[src/rtl/mem_arb_pkg.sv]
// Shared types and constants for the two-master memory port arbiter.
// States, requester ids and the legal read-latency range live here.
package mem_arb_pkg;

  typedef enum logic [1:0] {
    IDLE  = 2'd0,
    LOCK0 = 2'd1,
    LOCK1 = 2'd2
  } arb_state_e;

  typedef enum logic {
    M0 = 1'b0,
    M1 = 1'b1
  } req_id_e;

  localparam int DEF_DATA_WIDTH = 16;
  localparam int RD_LAT_MIN     = 1;
  localparam int RD_LAT_MAX     = 3;

  function automatic req_id_e other_id(input req_id_e id);
    return (id == M0) ? M1 : M0;
  endfunction

endpackage

[src/rtl/mem_arb_rd_pipe.sv]
// Read-return tag pipeline: a {valid, id} beat pushed at accept emerges RD_LATENCY+1 cycles later.
// No backpressure; one tag per cycle, returned strictly in issue order.
module mem_arb_rd_pipe
  import mem_arb_pkg::*;
#(
  parameter int RD_LATENCY = 1
) (
  input  logic    clk_i,
  input  logic    rst_ni,
  input  logic    push_vld,
  input  req_id_e push_id,
  output logic    m0_rvalid,
  output logic    m1_rvalid
);

  logic [RD_LATENCY:0] vld_q;
  logic [RD_LATENCY:0] id_q;

  always_ff @(posedge clk_i or negedge rst_ni) begin
    if (!rst_ni) begin
      vld_q <= '0;
      id_q  <= '0;
    end else begin
      vld_q <= {vld_q[RD_LATENCY-1:0], push_vld};
      id_q  <= {id_q[RD_LATENCY-1:0], push_id};
    end
  end

  assign m0_rvalid = vld_q[RD_LATENCY] & ~id_q[RD_LATENCY];
  assign m1_rvalid = vld_q[RD_LATENCY] &  id_q[RD_LATENCY];

endmodule

[src/rtl/mem_port_arbiter.sv]
// Round-robin arbiter with bounded burst locking sharing one synchronous memory between two masters.
// Grant is combinational; memory command issues one cycle after accept; read data returns RD_LATENCY later.
module mem_port_arbiter
  import mem_arb_pkg::*;
#(
  parameter int ADDR_WIDTH = 12,
  parameter int DATA_WIDTH = DEF_DATA_WIDTH,
  parameter int RD_LATENCY = 1,
  parameter int MAX_LOCK   = 16
) (
  input  logic                  clk_i,
  input  logic                  rst_ni,
  input  logic                  m0_req_i,
  input  logic                  m0_we_i,
  input  logic                  m0_lock_i,
  input  logic [ADDR_WIDTH-1:0] m0_addr_i,
  input  logic [DATA_WIDTH-1:0] m0_wdata_i,
  input  logic                  m1_req_i,
  input  logic                  m1_we_i,
  input  logic                  m1_lock_i,
  input  logic [ADDR_WIDTH-1:0] m1_addr_i,
  input  logic [DATA_WIDTH-1:0] m1_wdata_i,
  output logic                  m0_gnt_o,
  output logic                  m1_gnt_o,
  output logic                  m0_rvalid_o,
  output logic                  m1_rvalid_o,
  output logic [DATA_WIDTH-1:0] m0_rdata_o,
  output logic [DATA_WIDTH-1:0] m1_rdata_o,
  output logic                  mem_en_o,
  output logic                  mem_rd_en_o,
  output logic                  mem_wr_en_o,
  output logic [ADDR_WIDTH-1:0] mem_addr_o,
  output logic [DATA_WIDTH-1:0] mem_din_o,
  input  logic [DATA_WIDTH-1:0] mem_dout_i
);

  if (RD_LATENCY < RD_LAT_MIN || RD_LATENCY > RD_LAT_MAX) begin : g_bad_rd_latency
    $error("mem_port_arbiter: RD_LATENCY out of range");
  end
  if (MAX_LOCK < 2 || MAX_LOCK > 255) begin : g_bad_max_lock
    $error("mem_port_arbiter: MAX_LOCK out of range");
  end

  localparam logic [7:0] MAX_LOCK_C = 8'(MAX_LOCK);

  arb_state_e            state_q, state_d;
  req_id_e               rr_ptr_q, rr_ptr_d;
  logic [7:0]            lock_cnt_q, lock_cnt_d;
  logic                  gnt0, gnt1, gnt_any, gnt_we, gnt_lock;
  req_id_e               gnt_id;
  logic [ADDR_WIDTH-1:0] gnt_addr;
  logic [DATA_WIDTH-1:0] gnt_wdata;

  always_comb begin
    state_d    = state_q;
    rr_ptr_d   = rr_ptr_q;
    lock_cnt_d = lock_cnt_q;
    gnt0       = 1'b0;
    gnt1       = 1'b0;

    case (state_q)
      IDLE: begin
        if (m0_req_i && m1_req_i) begin
          gnt0 = (rr_ptr_q == M0);
          gnt1 = (rr_ptr_q == M1);
        end else begin
          gnt0 = m0_req_i;
          gnt1 = m1_req_i;
        end
      end
      LOCK0:   gnt0 = m0_req_i;
      LOCK1:   gnt1 = m1_req_i;
      default: ;
    endcase

    gnt_any   = gnt0 | gnt1;
    gnt_id    = gnt1 ? M1 : M0;
    gnt_we    = gnt1 ? m1_we_i    : m0_we_i;
    gnt_lock  = gnt1 ? m1_lock_i  : m0_lock_i;
    gnt_addr  = gnt1 ? m1_addr_i  : m0_addr_i;
    gnt_wdata = gnt1 ? m1_wdata_i : m0_wdata_i;

    if (state_q == IDLE) begin
      if (gnt_any) begin
        rr_ptr_d = other_id(gnt_id);
        if (gnt_lock) begin
          state_d    = gnt1 ? LOCK1 : LOCK0;
          lock_cnt_d = 8'd1;
        end
      end
    end else if (!gnt_any) begin
      // Lock owner walked away: release without granting this cycle.
      state_d    = IDLE;
      lock_cnt_d = 8'd0;
    end else if (!gnt_lock || lock_cnt_q == MAX_LOCK_C - 8'd1) begin
      state_d    = IDLE;
      lock_cnt_d = 8'd0;
      rr_ptr_d   = other_id(gnt_id);
    end else begin
      lock_cnt_d = lock_cnt_q + 8'd1;
    end
  end

  always_ff @(posedge clk_i or negedge rst_ni) begin
    if (!rst_ni) begin
      state_q    <= IDLE;
      rr_ptr_q   <= M0;
      lock_cnt_q <= 8'd0;
    end else begin
      state_q    <= state_d;
      rr_ptr_q   <= rr_ptr_d;
      lock_cnt_q <= lock_cnt_d;
    end
  end

  // Address/data hold their last value on idle cycles; din only moves on writes.
  always_ff @(posedge clk_i or negedge rst_ni) begin
    if (!rst_ni) begin
      mem_en_o    <= 1'b0;
      mem_rd_en_o <= 1'b0;
      mem_wr_en_o <= 1'b0;
      mem_addr_o  <= '0;
      mem_din_o   <= '0;
    end else begin
      mem_en_o    <= gnt_any;
      mem_rd_en_o <= gnt_any & ~gnt_we;
      mem_wr_en_o <= gnt_any &  gnt_we;
      if (gnt_any) begin
        mem_addr_o <= gnt_addr;
      end
      if (gnt_any && gnt_we) begin
        mem_din_o <= gnt_wdata;
      end
    end
  end

  mem_arb_rd_pipe #(
    .RD_LATENCY(RD_LATENCY)
  ) u_rd_pipe (
    .clk_i    (clk_i),
    .rst_ni   (rst_ni),
    .push_vld (gnt_any & ~gnt_we),
    .push_id  (gnt_id),
    .m0_rvalid(m0_rvalid_o),
    .m1_rvalid(m1_rvalid_o)
  );

  // Grants and pass-through data are forced low while reset is held.
  assign m0_gnt_o   = gnt0 & rst_ni;
  assign m1_gnt_o   = gnt1 & rst_ni;
  assign m0_rdata_o = rst_ni ? mem_dout_i : '0;
  assign m1_rdata_o = rst_ni ? mem_dout_i : '0;

endmodule
[config.mk]
export PLATFORM = sky130hd
export DESIGN_NAME = mem_port_arbiter
export DESIGN_NICKNAME = d
export VERILOG_FILES = /design/src/rtl/mem_arb_pkg.sv /design/src/rtl/mem_arb_rd_pipe.sv /design/src/rtl/mem_port_arbiter.sv
export SDC_FILE = /design/constraint.sdc
export NUM_CORES = 1
export LEC_CHECK = 0
export BUFFER_PORTS_ARGS = -buffer_cell sky130_fd_sc_hd__buf_2
export CAP_MARGIN = 25
export CORE_ASPECT_RATIO = 0.6
export CORE_MARGIN = 2
export CORE_UTILIZATION = 43
export CTS_CLUSTER_DIAMETER = 80
export CTS_CLUSTER_SIZE = 28
export DETAILED_ROUTE_END_ITERATION = 8
export GPL_TIMING_DRIVEN = 0
export PLACE_DENSITY = 0.8
export SETUP_SLACK_MARGIN = 0.15
export SYNTH_ARGS = -nofsm -noshare
export SYNTH_HDL_FRONTEND = slang
export SYNTH_HIERARCHICAL = 1
export SYNTH_SLANG_ARGS = --single-unit
[constraint.sdc]
create_clock -name clk_i -period 2.6 [get_ports clk_i]
set_clock_uncertainty 0.1 [all_clocks]
set_input_delay 0 -clock clk_i [delete_from_list [all_inputs] [get_ports clk_i]]
set_output_delay 0 -clock clk_i [all_outputs]
set_load 0.02 [all_outputs]
# ---- After elaboration in Yosys (flattened, before gate mapping)
# Index checks and enable logic that the tools add are counted.
dict set report classes {
  n_eq_ne 6
  bitwise_logic 10
  reduce_logical 9
  n_addsub 1
  n_mux 26
}
# cell count
set ops {}
lappend ops {{$mux W8} 5}
lappend ops {{$mux W16} 2}
lappend ops {{$mux W12} 1}
lappend ops {{$mux W2} 6}
lappend ops {{$mux W1} 10}
lappend ops {{$add A8 B1 Y8 const B} 1}
lappend ops {{$eq A8 B4 Y1 const B} 1}
lappend ops {{$and A1 B1 Y1} 6}
lappend ops {{$ne A2 B2 Y1 const B} 2}
lappend ops {{$pmux W1 S2} 2}
lappend ops {{$reduce_and A2 Y1} 2}
lappend ops {{$ne A3 B1 Y1 const B} 1}
lappend ops {{$not A1 Y1} 3}
lappend ops {{$reduce_and A3 Y1} 1}
lappend ops {{$eq A2 B1 Y1 const B} 1}
lappend ops {{$eq A2 B2 Y1 const B} 1}
lappend ops {{$logic_and A1 B1 Y1} 2}
lappend ops {{$logic_not A2 Y1} 1}
lappend ops {{$reduce_bool A2 Y1} 1}
lappend ops {{$logic_not A1 Y1} 1}
lappend ops {{$logic_or A1 B1 Y1} 1}
lappend ops {{$or A1 B1 Y1} 1}
dict set report totals {
  ff_bits 46
  input_bits 80
  wordCells 62
  out_inout_bits 67
}

# ---- Longest topological paths before layout
# Gate-level depths: netlist of the first run.
dict set report depth {
  ltp_word 9
  depth_mapped 6
}

# ---- Modules after synthesis
# Netlist of the first run, hierarchy kept.
# mod seq_area_each_um2 n_inst cells_per_inst area_each_um2
set modules_own_cells {}
lappend modules_own_cells {mem_port_arbiter 1051.0 1 214 2288.4}
lappend modules_own_cells {mem_arb_rd_pipe 100.1 1 6 116.4}

# ---- Least setup slack after synthesis of the first run
# No wires, ideal clock.
dict set report synth_timing {
  kind {register -> register}
  startpoint {reg state_q[1]}
  endpoint {reg mem_din_o[12]}
  setup_slack_ns 0.783
  arrival_time_ns 1.591
  path_stages_with_launch 6
  required_ns 2.375
  synth_period_minus_slack_ns 1.817
  setup_time_ns 0.125
  cell_sequence {dfrtp_1 nand2b_2 o21ai_2 buf_2 mux2_2 mux2_4}
}
dict set report synth_between {
  elab_chain_len 4
}
# element line
set synth_rtl {}
lappend synth_rtl {{from (decl)} mem_port_arbiter.sv:46} ;# arb_state_e state_q, state_d;
lappend synth_rtl {{from (signal assigned)} mem_port_arbiter.sv:110} ;# state_q <= state_d;
lappend synth_rtl {{$eq A2 B1 Y1, or another cell as far along} mem_port_arbiter.sv:61} ;# case (state_q)
lappend synth_rtl {{$pmux W1 S2} mem_port_arbiter.sv:61}
lappend synth_rtl {{$or A1 B1 Y1 or $mux W1 (tied branches)} {mem_port_arbiter.sv:76, mem_port_arbiter.sv:78}}
lappend synth_rtl {{$logic_and A1 B1 Y1} mem_port_arbiter.sv:131} ;# if (gnt_any && gnt_we) begin
lappend synth_rtl {{to (signal assigned)} mem_port_arbiter.sv:132} ;# mem_din_o <= gnt_wdata;
lappend synth_rtl {{to (decl)} mem_port_arbiter.sv:33} ;# output logic [DATA_WIDTH-1:0] mem_din_o,
# Parallel ways exist; a longest one is shown, timed or not.
# A chain may end at the register's enable or synchronous reset.

# ---- Worst setup path in the final report of the first run
dict set report layout_timing {
  startpoint {reg state_q[1]}
  endpoint {reg mem_addr_o[4]}
}
dict set report layout_between {
  elab_chain_len 3
}
# element line
set layout_rtl {}
lappend layout_rtl {{$eq A2 B2 Y1, or another cell as far along} mem_port_arbiter.sv:61}
lappend layout_rtl {{$pmux W1 S2} mem_port_arbiter.sv:61}
lappend layout_rtl {{$mux W12 or $or A1 B1 Y1 (tied branches)} {mem_port_arbiter.sv:80, mem_port_arbiter.sv:76}}
lappend layout_rtl {{to (signal assigned)} mem_port_arbiter.sv:129} ;# mem_addr_o <= gnt_addr;
lappend layout_rtl {{to (decl)} mem_port_arbiter.sv:32} ;# output logic [ADDR_WIDTH-1:0] mem_addr_o,
# Parallel ways exist; a longest one is shown, timed or not.

==> results of run 1 <==
-- worst max-delay path, cell delays in order, from the launching register on --
cell and delay [ps]:
dfrtp_1 460, nand2b_2 260, o21ai_4 190, buf_4 240, clkbuf_4 230, o22ai_1 90
dlygate4sd3_1 580, nor2_1 100
-- synthesized netlist by cell type --
library cell | instances | area share (%)
mux2_4 | 9 | 5.6
nor2b_1 | 1 | 0.26
xor2_1 | 2 | 0.73
and2_2 | 1 | 0.31
o21ai_2 | 1 | 0.36
dfrtp_1 | 46 | 48
buf_4 | 17 | 5.3
a32o_1 | 2 | 0.83
nor4_1 | 1 | 0.26
and3b_1 | 1 | 0.36
nor2_1 | 30 | 4.7
o21ai_1 | 1 | 0.21
a31oi_1 | 8 | 2.1
o21ai_0 | 1 | 0.21
ha_1 | 1 | 0.52
and2_1 | 16 | 4.2
nand3b_1 | 4 | 1.2
mux2_1 | 3 | 1.4
nand3_1 | 4 | 0.83
mux2_2 | 20 | 9.4
a211oi_1 | 1 | 0.31
a22oi_1 | 1 | 0.31
nor3b_2 | 1 | 0.52
o211ai_1 | 1 | 0.31
o22ai_1 | 13 | 3.4
and3_1 | 3 | 0.78
a21boi_4 | 1 | 0.78
inv_1 | 3 | 0.47
a211o_1 | 1 | 0.36
nand2_1 | 4 | 0.62
and2b_2 | 1 | 0.36
nor3_1 | 2 | 0.42
or2_2 | 1 | 0.26
buf_6 | 1 | 0.47
o31ai_1 | 1 | 0.31
buf_2 | 3 | 0.62
nand2b_1 | 1 | 0.26
nand2b_2 | 1 | 0.36
clkbuf_1 | 4 | 0.62
a21oi_1 | 4 | 0.83
o22a_1 | 2 | 0.73
or3_1 | 1 | 0.26
-- flip-flops by register name, summed over array words and instances (netlist names) --
register / cells
mem_en_o: 1
mem_din_o: 16
u_rd_pipe/vld_q: 2
lock_cnt_q: 8
mem_addr_o: 12
rr_ptr_q: 1
u_rd_pipe/id_q: 2
mem_rd_en_o: 1
mem_wr_en_o: 1
state_q: 2
-- worst paths after layout --
kind / startpoint / end / slack (ps)
setup / recovery: state_q[1] / mem_addr_o[4] / 280
hold / removal: m0_req_i / state_q[1] / 10
setup reg to reg: state_q[1] / mem_addr_o[4] / 280
hold reg to reg: u_rd_pipe/id_q[0] / u_rd_pipe/id_q[1] / 250
max in group asynchronous: rst_ni / mem_wr_en_o / 1890
min in group asynchronous: rst_ni / lock_cnt_q[7] / 20
-- logic make-up (layout without fill, tap and decap cells) --
kind of cell / after synthesis / after routing
simple gates: 73 / 73
flops: 46 / 46
compound gates: 38 / 38
mux: 32 / 32
buf+inv: 28 / 241
xor+xnor: 2 / 2
fa+ha+maj: 1 / 1
-- metrics by stage --
step | cell area, µm² | worst slack [ps]
final | 3930 | 285
after global routing | 3930 | 180
after CTS | 3920 | 167
after detailed placement | 3240 | 513
after global placement | 3220 | 565
after floorplan | 2400 | 783
-- power breakdown --
part           total, mW  leakage (nW)  internal, mW  switching, mW
clock              0.437        0.0452         0.190          0.247
combinational       1.50          1.41         0.694          0.804
sequential          1.12         0.552         0.963          0.162
total               3.06          2.00          1.85           1.21
-- layer usage --
metal  vias to the layer above  track usage, %
met4                         0            7.05
met2                       101            41.6
met3                        11            5.70
met1                      1178            29.6
met5                         -               0
li1                       1194               -
-- what timing repair did --
item / 4_1_cts / 5_1_grt
setup endpoints to repair: 0 / 4
buffers inserted: 0 / 0
hold endpoints to repair: 75 / 0
hold buffers: 59 / 0
gates resized for setup: 0 / 6
-- area by class of cell --
cell class,instances,area (µm²),area share (%)
multi-input combinational,146,1080,27.5
clock buffer,6,72.6,1.85
sequential,46,1150,29.3
buffer,24,171,4.36
tap,69,86.3,2.20
timing repair buffer,206,1340,34.1
inverter,3,11.3,0.287
clock inverter,2,13.8,0.350
-- placed cells by master, fill, tap and decap left out, drive strengths merged, types with 3 or more instances in the layout --
cell type / instances
a31oi: 8
nand3b: 4
o21ai: 3
buf: 167
mux2: 32
and2: 17
nand3: 4
dfrtp: 46
nor2: 30
clkbuf: 10
o22ai: 13
inv: 3
and3: 3
dlygate4sd3: 59
a21oi: 4
nand2: 4
==> impl_metrics.ini, run 1 <==
[detailed_routing]
wl_met2_mm = 3.76
wl_per_cell_um = 14.7
ant_nets = 0
met3WireLength_um = 504
postRouteWirelength_mm = 7.40
vias_per_cell = 4.95
drc = 0
drt_pass1_iterations = 4
wl_met1_mm = 3.05
drt_iter0_markers = 122
vias = 2484
highest_layer = met4

[global_route]
first_global_vias = 2414
grt_pass1_wl_mm = 11.3
grt_max_degree = 44
antenna_found_initial = 0
grt-ovfl-total = 0
grt_usage_pct = 23.5

[worst_setup_path]
path_class = reg2reg
required_ps = 2740
critPathArrivalTime_ps = 2450
crit_fanout = 10
worstSetupEndpointType = flop
crit_path_start_kind = flop
rr_worst_depth = 7

[synth]
synth_seq_cells = 46
synth_top_family_by_area = multiplexers
synthAdderAreaFrac_pct = 0.520
yosysUniqueCellTypes = 42
seq_area_frac_synth_pct = 47.9
yosys_warnings = 6
synthMuxAreaShare_pct = 16.4
synth-xor-area-share_pct = 0.728
syn_area_mm2 = 0.00240
synthCells = 220
syn-num-nets = 301
avgSynthCellArea_um2 = 10.9
yosys.area_share.simple_pct = 16.0
synth_compound_area_share_pct = 11.0

[job]
maxCapViolations = 0

[die]
design.core.area_mm2 = 0.00549
die_area_mm2 = 0.00623
die_w_um = 101
initial_core_util_pct = 43.8
chipHeight_um = 61.9
io_pins = 147
rows = 21

[cells_and_area]
fin_util_pct = 71.5
insertedDiodeCount = 0
area_delta_synth_final_pct = 63.4
final_cells = 502
drive_gt1_share_pct = 49.0
nFillCells = 406
nets = 513

[timing]
fin_tns_setup_ps = 0
whs_ps = 14.1
setup_viol = 0
tightest_slew_ps = 444
slew_viol_final = 0
final.period_utilization_pct = 89.1
layout_min_cycle_time_ps = 2320
final_hold_viol_count = 0
max_freq_mhz = 432
maxSlewHeadroom_pct = 70.3
grt_setup_unrepaired = false

[clock_network]
cts.clk_slew.worst_paths_ps = 90
clockRootBuffer = clkbuf_8
cts_sinks = 46
clockBufferDepth = 2
htree_levels = 2
cts_made_buffers = 5
cts_tree = built
clkLatencyLatePin_ps = 300

[placement]
place_congestion = 0.851
dp_cells = 436
io_buffer_count = 146
post-dp-hpwl_mm = 4.84

[hold_path]
holdPathStages = 4
hold_path.class = in2reg

[power]
worst_ir_drop_vdd_mv = 0.419
power_density_mw_per_mm2 = 779
finalPower_mw = 3.06
power_leakage_nw = 2.00

[run_status]
status = completed
Power figures use the tool's default switching activity.
==> inputs of run 2 (changes only) <==
--- a/config.mk
+++ b/config.mk
@@ -14,6 +14,7 @@
 export CTS_CLUSTER_SIZE = 28
 export DETAILED_ROUTE_END_ITERATION = 8
 export GPL_TIMING_DRIVEN = 0
+export HOLD_SLACK_MARGIN = 0.03
 export PLACE_DENSITY = 0.8
 export SETUP_SLACK_MARGIN = 0.15
 export SYNTH_ARGS = -nofsm -noshare
==> run 2 against run 1 <==
Effect of this change: design area up 0.51%; final cell count up 0.40%; register-to-register slack barely moved; power is essentially flat; fmax increased by 0.30%; hold slack gained 66 ps; via count increased by 0.44%; routed wire length decreased by 0.16%; sequential power about the same.
==> impl_metrics.ini, run 2 (synthesis gave the netlist of run 1 again) <==
[global_route]
grt-ovfl-total = 0
grt_pass1_wl_mm = 11.3
antenna_found_initial = 0
grt_max_degree = 44
grt_usage_pct = 23.5
first_global_vias = 2407

[cells_and_area]
nets = 515
area_delta_synth_final_pct = 64.2
top_regs = mem_din_o: 16 flops, mem_addr_o: 12 flops, lock_cnt_q: 8 flops
nFillCells = 404
final_area_mm2 = 0.00395
multi_input_area_mm2 = 0.00108
regMostFlops = mem_din_o
insertedDiodeCount = 0
register_area_mm2 = 0.00115
mostFrequentLayoutCells = buf_2 (147), dlygate4sd3_1 (61), dfrtp_1 (46), nor2_1 (30), mux2_2 (20)
final_common_cell = buf_2
drive_gt1_share_pct = 48.7
largest_reg_flops = 16

[timing]
tightest_slew_ps = 508
max_freq_mhz = 433
setup_viol = 0
maxSlewHeadroom_pct = 66.0
slew_viol_final = 0
final.period_utilization_pct = 88.8
fin_tns_setup_ps = 0
grt_setup_unrepaired = false
final_hold_viol_count = 0
layout_min_cycle_time_ps = 2310

[die]
initial_core_util_pct = 43.8
io_pins = 147
die_area_mm2 = 0.00623
design.core.area_mm2 = 0.00549
die_w_um = 101
chipHeight_um = 61.9
rows = 21

[hold_path]
hold_path.class = in2reg
hold_end = mem_rd_en_o
min_from = m0_we_i
holdPathStages = 3

[worst_setup_path]
rr_endpoint = mem_addr_o[4]
crit_fanout = 10
required_ps = 2740
worstSetupEndpointType = flop
r2r_start = state_q[1]
path_class = reg2reg
rr_worst_depth = 7
crit_path_start_kind = flop
critPathArrivalTime_ps = 2440
ff2ff_setup_slack_ps = 290

[detailed_routing]
vias_per_cell = 4.95
drt_iter0_markers = 125
postRouteWirelength_mm = 7.39
highest_layer = met4
met3WireLength_um = 421
drc = 0
wl_met2_mm = 3.80
wl_per_cell_um = 14.7
ant_nets = 0
drt_pass1_iterations = 4
wl_met1_mm = 3.09
vias = 2495

[power]
worst_ir_drop_vdd_mv = 0.418
power_leakage_nw = 2.01
power_density_mw_per_mm2 = 775

[placement]
io_buffer_count = 146
dpl-instance-area_mm2 = 0.00324
place_congestion = 0.851
post-dp-hpwl_mm = 4.84

[clock_network]
clockBufferDepth = 2
cts.clk_slew.worst_paths_ps = 90
clkLatencyLatePin_ps = 300
cts_tree = built
clockRootBuffer = clkbuf_8
cts_setup_buffers = 0
cts_made_buffers = 5
htree_levels = 2
cts_sinks = 46

[run_status]
status = completed

[job]
maxCapViolations = 0
[run 2: cell count changes in the layout (fill, tap and decap cells not counted), sizes merged]
cell	before	now
dlygate4sd3	59	61
[run 2: worst max-delay path by stage]
stage | startpoint | end | slack (ps) | cells after the start
global placement | state_q[1] | mem_din_o[12] | 560 | 5
finish | state_q[1] | mem_addr_o[4] | 290 | 7
global route | state_q[1] | mem_addr_o[7] | 180 | 7
detailed placement | state_q[1] | mem_din_o[10] | 510 | 5
CTS | state_q[1] | mem_addr_o[4] | 170 | 7
floorplan | state_q[1] | mem_din_o[12] | 780 | 5
[run 2: worst max-delay path: stages (launching register included)]
cell	delay, ps
dfrtp_1	460
nand2b_2	260
o21ai_4	190
buf_4	230
clkbuf_4	230
o22ai_1	90
dlygate4sd3_1	580
nor2_1	100
[run 2: report_power, final]
group          leakage, nW  internal [mW]  switching [mW]  total, mW
clock               0.0452          0.190           0.247      0.437
combinational         1.42          0.696           0.802       1.50
sequential           0.552          0.963           0.162       1.13
total                 2.01           1.85            1.21       3.06
[run 2: area by class of cell]
| cell class | count | share of cell area [%] |
|---|---|---|
| well taps | 69 | 2.19 |
| multi-input cells | 146 | 27.4 |
| inverters | 3 | 0.285 |
| clock inverters | 2 | 0.349 |
| repair buffers | 208 | 34.5 |
| plain buffers | 24 | 4.34 |
| clock buffers | 6 | 1.84 |
| flip-flops and latches | 46 | 29.2 |
[run 2: what timing repair did]
item	CTS	global route
hold buffers	61	0
endpoints found under the hold margin	76	0
resized for setup	0	6
endpoints found under the setup margin	0	4
[run 2: metrics by stage]
stage,std cells,hold slack [ps],total power [mW],utilization (%),worst slack [ps]
final,504,80.4,3.06,71.9,291
after global routing,504,51.3,3.26,71.9,180
after CTS,505,53.3,3.05,71.7,167
after detailed placement,436,-188,2.49,59.0,513
after global placement,435,149,2.44,58.7,565
after floorplan,220,-396,2.02,-,783
[run 2: routing by layer]
layer / GRT usage [%] / vias to the layer above
met1: 29.6 / 1201
met4: 7.05 / 0
met2: 41.7 / 86
met3: 5.70 / 11
li1: - / 1197
met5: 0 / -
